### config.mk
export PLATFORM = sky130hd
export DESIGN_NAME = fifo_drain_ctrl
export DESIGN_NICKNAME = d
export VERILOG_FILES = /design/src/rtl/fifo_drain_pkg.sv /design/src/rtl/drain_skid_buf.sv /design/src/rtl/fifo_drain_ctrl.sv
export SDC_FILE = /design/constraint.sdc
export NUM_CORES = 1
export LEC_CHECK = 0
export ABC_AREA = 0
export CAP_MARGIN = 20
export CORE_MARGIN = 2
export CORE_UTILIZATION = 46
export DETAILED_ROUTE_END_ITERATION = 6
export GPL_TIMING_DRIVEN = 0
export PLACE_DENSITY_LB_ADDON = 0.3
export SLEW_MARGIN = 40
export SYNTH_ARGS = -nofsm -noshare
export SYNTH_HDL_FRONTEND = slang
export SYNTH_SLANG_ARGS = --single-unit
### constraint.sdc
create_clock -name clk -period 1.7 [get_ports clk]
set_input_delay 0.17 -clock clk [delete_from_list [all_inputs] [get_ports clk]]
set_output_delay 0.17 -clock clk [all_outputs]
set_load 0.03 [all_outputs]
### src/rtl/fifo_drain_pkg.sv
// Shared types and sizes for the FIFO drain controller.
package fifo_drain_pkg;

  localparam int unsigned DW_DEFAULT  = 32;
  localparam int unsigned FLUSH_CNT_W = 16;

  typedef enum logic [1:0] {
    IDLE  = 2'd0,
    PART  = 2'd1,
    FLUSH = 2'd2
  } drain_state_e;

  // One buffered word plus the tag saying it was read during a flush.
  typedef struct packed {
    logic                  flush;
    logic [DW_DEFAULT-1:0] data;
  } drain_entry_t;

endpackage

### src/rtl/drain_skid_buf.sv
// Two-entry buffer between the FIFO read port and the output stream.
module drain_skid_buf
  import fifo_drain_pkg::*;
(
  input  logic         clk,
  input  logic         rst,
  input  logic         push,
  input  drain_entry_t push_entry,
  input  logic         pop,
  output drain_entry_t head,
  output logic         full,
  output logic         empty
);

  drain_entry_t mem_q [2];
  logic         rd_ptr_q;
  logic [1:0]   count_q;
  logic [1:0]   count_d;
  logic         wr_ptr;

  // Next write slot sits count entries past the head.
  assign wr_ptr = rd_ptr_q ^ count_q[0];

  // Occupancy update; simultaneous push and pop leaves it unchanged.
  always_comb begin
    count_d = count_q;
    unique case ({push, pop})
      2'b10:   count_d = count_q + 2'd1;
      2'b01:   count_d = count_q - 2'd1;
      default: count_d = count_q;
    endcase
  end

  // Storage, head pointer and occupancy registers.
  always_ff @(posedge clk or negedge rst) begin
    if (!rst) begin
      mem_q[0] <= '0;
      mem_q[1] <= '0;
      rd_ptr_q <= 1'b0;
      count_q  <= 2'd0;
    end else begin
      if (push) mem_q[wr_ptr] <= push_entry;
      if (pop)  rd_ptr_q      <= ~rd_ptr_q;
      count_q <= count_d;
    end
  end

  assign head  = mem_q[rd_ptr_q];
  assign full  = (count_q == 2'd2);
  assign empty = (count_q == 2'd0);

endmodule

### src/rtl/fifo_drain_ctrl.sv
// Pulls full words from the flushable FIFO, forwards them on a valid/ready
// stream and forces a flush when partial data lingers or software asks.
module fifo_drain_ctrl
  import fifo_drain_pkg::*;
#(
  parameter int unsigned TIMEOUT = 16,
  parameter int unsigned DW      = DW_DEFAULT
) (
  input  logic                   clk,
  input  logic                   rst,
  input  logic                   fifo_data_avail_i,
  input  logic                   fifo_empty_i,
  input  logic [DW-1:0]          fifo_rd_data_i,
  input  logic                   fifo_flush_done_i,
  output logic                   fifo_rd_valid_o,
  output logic                   fifo_flush_o,
  input  logic                   sw_flush_i,
  output logic                   m_valid_o,
  input  logic                   m_ready_i,
  output logic [DW-1:0]          m_data_o,
  output logic                   m_flush_o,
  output logic [FLUSH_CNT_W-1:0] flush_count_o
);

  localparam int unsigned TMR_W = $clog2(TIMEOUT);

  drain_state_e           state_q, state_d;
  logic [TMR_W-1:0]       timer_q, timer_d;
  logic [FLUSH_CNT_W-1:0] flush_cnt_q, flush_cnt_d;

  drain_entry_t push_entry;
  drain_entry_t head;
  logic         buf_full;
  logic         buf_empty;
  logic         pop;

  // Read only when a word is ready and the buffer has room.
  assign fifo_rd_valid_o = fifo_data_avail_i && !buf_full;
  assign push_entry      = '{flush: fifo_flush_o, data: DW_DEFAULT'(fifo_rd_data_i)};
  assign pop             = m_valid_o && m_ready_i;

  drain_skid_buf u_buf (
    .clk        (clk),
    .rst        (rst),
    .push       (fifo_rd_valid_o),
    .push_entry (push_entry),
    .pop        (pop),
    .head       (head),
    .full       (buf_full),
    .empty      (buf_empty)
  );

  assign m_valid_o     = !buf_empty;
  assign m_data_o      = DW'(head.data);
  assign m_flush_o     = head.flush;
  assign fifo_flush_o  = (state_q == FLUSH);
  assign flush_count_o = flush_cnt_q;

  // Flush decision: the IDLE cycle that first sees partial data counts as
  // pending cycle one, so PART fires one timer step early.
  always_comb begin
    state_d     = state_q;
    timer_d     = '0;
    flush_cnt_d = flush_cnt_q;
    unique case (state_q)
      IDLE: begin
        if (!fifo_empty_i && !fifo_data_avail_i) state_d = PART;
        else if (sw_flush_i && !fifo_empty_i)    state_d = FLUSH;
      end
      PART: begin
        if (fifo_empty_i || fifo_data_avail_i) begin
          state_d = IDLE;
        end else if (sw_flush_i || timer_q == TMR_W'(TIMEOUT - 2)) begin
          state_d = FLUSH;
        end else begin
          timer_d = timer_q + TMR_W'(1);
        end
      end
      FLUSH: begin
        if (fifo_flush_done_i) begin
          state_d = IDLE;
          if (flush_cnt_q != '1) flush_cnt_d = flush_cnt_q + FLUSH_CNT_W'(1);
        end
      end
      default: state_d = IDLE;
    endcase
  end

  // State, timer and flush counter registers.
  always_ff @(posedge clk or negedge rst) begin
    if (!rst) begin
      state_q     <= IDLE;
      timer_q     <= '0;
      flush_cnt_q <= '0;
    end else begin
      state_q     <= state_d;
      timer_q     <= timer_d;
      flush_cnt_q <= flush_cnt_d;
    end
  end

endmodule

* Yosys cells after proc, flatten, opt, wreduce, memory -nomap -nowiden *
Index checks and enable logic that the tools add are counted.

word-level totals
  memory bits (writable) = 0
  register bits = 91
  bits of input ports = 39
  memory bits (read-only) = 0
  word-level logic and storage cells = 62
  memories kept = 0
  latch bits = 0

operators by class
  reduce and logical (&&, ||, !) cells = 16
  equal/unequal tests = 10
  shift-type cells = 0
  multiply operators = 0
  multiplexer cells = 16
  div/mod/pow operators = 0
  $lt $le $gt $ge = 3
  bitwise operators = 4
  $add $sub $neg = 4

operators by type and width
  cell                                                                          count
  33-bit 2-to-1 mux                                                             4
  66-bit bitwise mux                                                            1
  33-bit demux with 1-bit select                                                1
  16-bit by 1-bit adder with 16-bit output, second input constant               1
  16-bit inequality test, second input constant                                 1
  4-bit 2-to-1 mux                                                              3
  2-bit 2-to-1 mux                                                              5
  2-bit equality test, second input constant                                    3
  3-bit inequality test, second input constant                                  2
  2-bit one-hot mux with 3 select lines                                         1
  3-bit AND reduction                                                           2
  1-bit logical AND                                                             5
  4-bit by 1-bit adder with 4-bit output, second input constant                 1
  2-bit by 1-bit equality test with 1-bit output, second input constant         2
  4-bit equality test, second input constant                                    1
  2-bit greater-or-equal comparator, second input constant                      2
  1-bit logical NOT                                                             4
  2-bit logical NOT                                                             2
  1-bit inverter with 2-bit output                                              2
  2-bit one-hot mux with 2 select lines                                         1
  2-bit by 1-bit adder with 2-bit output, second input constant                 1
  1-bit logical OR                                                              2
  2-bit by 1-bit less-than comparator with 1-bit output, second input constant  1
  2-bit inequality test, second input constant                                  1
  4 further kinds                                                               4

* Longest topological paths before layout *
  word-level depth = 7
  depth in mapped cells = 7
  gate-level depth less buffers = 7

* Modules after synthesis *
A second synthesis with hierarchy kept.

unflattened totals
  cells, all modules = 296
  area total of the unflattened synthesis = 4239.1 sq um

by module, submodules not included
  module           seq. area each (sq um)  cells each  area an instance (sq um)  instances
  drain_skid_buf   1726.7                  191         3123.0                    1
  fifo_drain_ctrl  550.5                   105         1116.1                    1

* Least setup slack after synthesis *
Ideal clock, no wire load.

  path kind = flip-flop to flip-flop
  start point = register flush_cnt_q[0] (netlist: flush_count_o[0])
  end point = register flush_cnt_q[1] (netlist: flush_count_o[1])
  cell stages (with the launch flop) = 6
  path slack = -0.184 ns
  buffers on the path = 0
  data required time = 1.575 ns
  clock period less this slack = 1.884 ns
  arrival time = 1.759 ns
  cells stage by stage = dfrtp_1 -> ha_1 -> nand3_1 -> nor4_4 -> nor2_2 -> mux2_4

between the ends
  longest elaborated chain between the ends = 2

RTL lines
  element                                                                           RTL line               RTL
  start, declared                                                                   fifo_drain_ctrl.sv:29  logic [FLUSH_CNT_W-1:0] flush_cnt_q, flush_cnt_d;
  start signal, assigned                                                            fifo_drain_ctrl.sv:98  flush_cnt_q <= flush_cnt_d;
  branches (longest 2 deep; another with 16-bit by 1-bit adder with 16-bit output)  --

Several ways; the timed one is not identified.
A chain may end at the register's enable or synchronous reset.

* Worst setup path after layout *
  start point = register u_buf.rd_ptr_q
  end point = output port m_data_o[7]

between the ends
  longest elaborated chain between the ends = 4

RTL lines
  element                                                 RTL line               RTL
  start, declared                                         drain_skid_buf.sv:16   logic rd_ptr_q;
  start signal, assigned                                  drain_skid_buf.sv:43   if (pop) rd_ptr_q <= ~rd_ptr_q;
  1-bit inverter with 2-bit output (not written as such)  drain_skid_buf.sv:48   assign head = mem_q[rd_ptr_q];
  33-bit 2-to-1 mux (not written as such) (3 in series)   drain_skid_buf.sv:48
  end, declared                                           fifo_drain_ctrl.sv:20  output logic [DW-1:0] m_data_o,

No other way between the ends. The select of a mux whose other input is x is not followed.

==> flow_summary.ini <==
[outcome]
outcome = finished, violations left
violations = negative setup slack

[timing]
layout_setup_ws_ps = -29.3
period_minus_slack_ps = 1730
fin_crit_sh_pct = 102
relSlewSlack_pct = 66.3
setup_viol = 9
maxSlewViolCount = 0
rsz0062_at_grt = yes
setup-tns-final_ps = -77.4
fin_skew_ps = 12.1
tightest_slew_ps = 501
hold_viol = 0
clock.fmax_mhz = 578

[setup_path]
arrival_ps = 1560
criticalPathCategory = register to output port
required_ps = 1530
worstPathMaxFanout = 10
setup.worst_path.start_class = register
cp-end-kind = output port

[logic_synthesis]
seq_area_frac_synth_pct = 53.9
synthesis.instances = 291
synth_nets = 334
synth_enable_flop_cells = 0
synthTopCellsByCount = dfrtp_1 (91), mux2_2 (70), mux2_4 (31)
synth_most_common_cell = dfrtp_1
synth.distinct_cells = 36
netlist_top_cells_area = dfrtp_1 (54%), mux2_2 (19%), mux2_4 (11%), xor2_1 (3.3%), ha_1 (1.2%)
yosys.area.top_type = dfrtp_1
postSynth.asyncResetShare_pct = 100
avgSynthCellArea_um2 = 14.5
syn_area_um2 = 4220
synth-seq-cells = 91
ys_dominant_reg_cell = dfrtp_1
synth_top_area_share_pct = 53.9
yosys_warnings = 0

[cells_and_area]
n_antenna_cell = 0
fin_cells = 527
drive_above_1_share_pct = 50.1
n_fill_cell = 700
nets = 457
areaGrowthSynthToFinish_pct = 36.0
fin_area_um2 = 5740
fin_util_pct = 65.2

[grt]
grt_pass1_vias = 2880
grt_max_degree = 47
grt_usage_pct = 18.1
grt_antenna_before_repair = 0
grt_overflow = 0
grt_pass1_wl_um = 14200

[cts]
cts_sinks = 91
clkTransAtPathRegs_ps = 80
root_buffer = clkbuf_8
cts_tree = yes
insertion_delay_ps = 350
cts_buffers = 9
cts.path.max_buffers = 2
cts_max_level = 3

[drt]
vias = 2717
wl_per_cell_um = 16.5
drtAntennaViolNets = 0
drt-pass1-iter-count = 4
routed_via_density = 5.16
drt-initial-drc-count = 52
routed_wirelength_um = 8690
drc = 0

[place]
hpwl_um = 5710
place_congestion = 0.734
io_buffer_count = 90
place_area_um2 = 5310
dp_cells = 490

[floorplanning]
fp-row-count = 34
die_x_um = 99.8
fp.dieH_um = 99.8
core_area_um2 = 8810
start_util_pct = 48.0
design.die.area_um2 = 9960
ioPinCount = 91

[power]
ir_drop_mv = 1.21
p_per_area_nw_per_um2 = 2010
p_total_mw = 11.5
p_leak_nw = 2.76

[flow_run]
cap_violations = 0

[worst_hold_path]
min_path_type = input pin to asynchronous set/reset pin
## placed cells by master (no fill, tap or decap), types with 2 or more instances in the layout
master            n
buf_12            2
nor2b_1           2
o21a_1            2
nor2_1            6
inv_1             5
clkbuf_4          5
nand2_1           6
clkbuf_8         11
nor3_1            8
buf_4            24
xnor2_1           3
buf_6            13
dfrtp_2          12
ha_1              2
dlygate4sd2_1     3
nor4_1            2
clkdlybuf4s50_1  45
clkdlybuf4s15_2   2
clkbuf_1          3
buf_2            16
mux2_2           70
xor2_1           16
nand4_1           3
dfrtp_1          79
dlymetal6s2s_1    6
nor3b_1           2
nand3_1           5
xnor2_2           2
and4_1            2
buf_8             4
mux2_4           31
## power breakdown
part	leakage [nW]	switching, mW	internal (mW)
clock network	0.101	0.715	0.761
logic	1.57	3.03	3.42
registers	1.09	0.508	3.09
## path summary, 6_finish.rpt
kind	startpoint	end	slack (ps)	depth (start not counted)
max	u_buf.rd_ptr_q	m_data_o[7]	-30	5
min	rst	u_buf.mem_q[21]	310	2
max reg2reg	u_buf.count_q[0]	u_buf.count_q[1]	50	6
min reg2reg	timer_q[0]	timer_q[0]	510	1
max in group asynchronous	rst	flush_count_o[11]	800	3
min in group clk	fifo_rd_data_i[27]	u_buf.mem_q[60]	460	2
## metrics by stage
stage / hold WS (ps) / setup slack [ps]
floorplan: -126 / 2.63
global placement: 481 / -3220
finish: 309 / -29.3
detailed placement: 135 / -534
CTS: 314 / -125
global route: 331 / -103
## kinds of logic after synthesis
group | synth area share, %
AOI/OAI and AO/OA | 0.889
xor gates and xnor gates | 4.36
adders and majority gates | 1.19
buffers and inverters | 2.28
DFF | 53.9
muxes | 29.7
and+or+nand+nor | 7.67
## timing repair
action	in CTS	in global routing
resized for setup	202	43
setup buffers	7	11
endpoints found under the setup margin	67	105
pin swaps	1	3
hold buffers	1	0
cloned	0	2
hold endpoints to repair	45	0
## state kept, by name, summed over array words and instances, names as in the netlist
signal / count
flush_count_o: 16
state_q: 2
timer_q: 4
u_buf.count_q: 2
u_buf.mem_q: 66
u_buf.rd_ptr_q: 1
## critical path: stages (launching register included)
cell and delay, ps:
dfrtp_1 360, buf_6 150, buf_12 140, buf_4 100, mux2_2 330, buf_6 140
## area by class of cell
class	instances	area, µm²	area share [%]
Timing Repair Buffer	112	1040	18.1
Clock buffer	14	163	2.83
Inverter	5	18.8	0.327
Clock inverter	2	35.0	0.610
Multi-Input combinational cell	183	1910	33.2
Sequential cell	91	2290	39.9
Tap cell	108	135	2.35
Buffer	12	149	2.59
## metal layers
metal  share of wire (%)  track usage, %  vias to the layer above
li1                    -               -                     1273
met1                  45            23.8                     1374
met2                  50            29.9                       62
met3                 4.1            4.04                        8
met4                0.90            5.90                        0
met5                   0               0                        -
(Power assumes the default switching activity.)
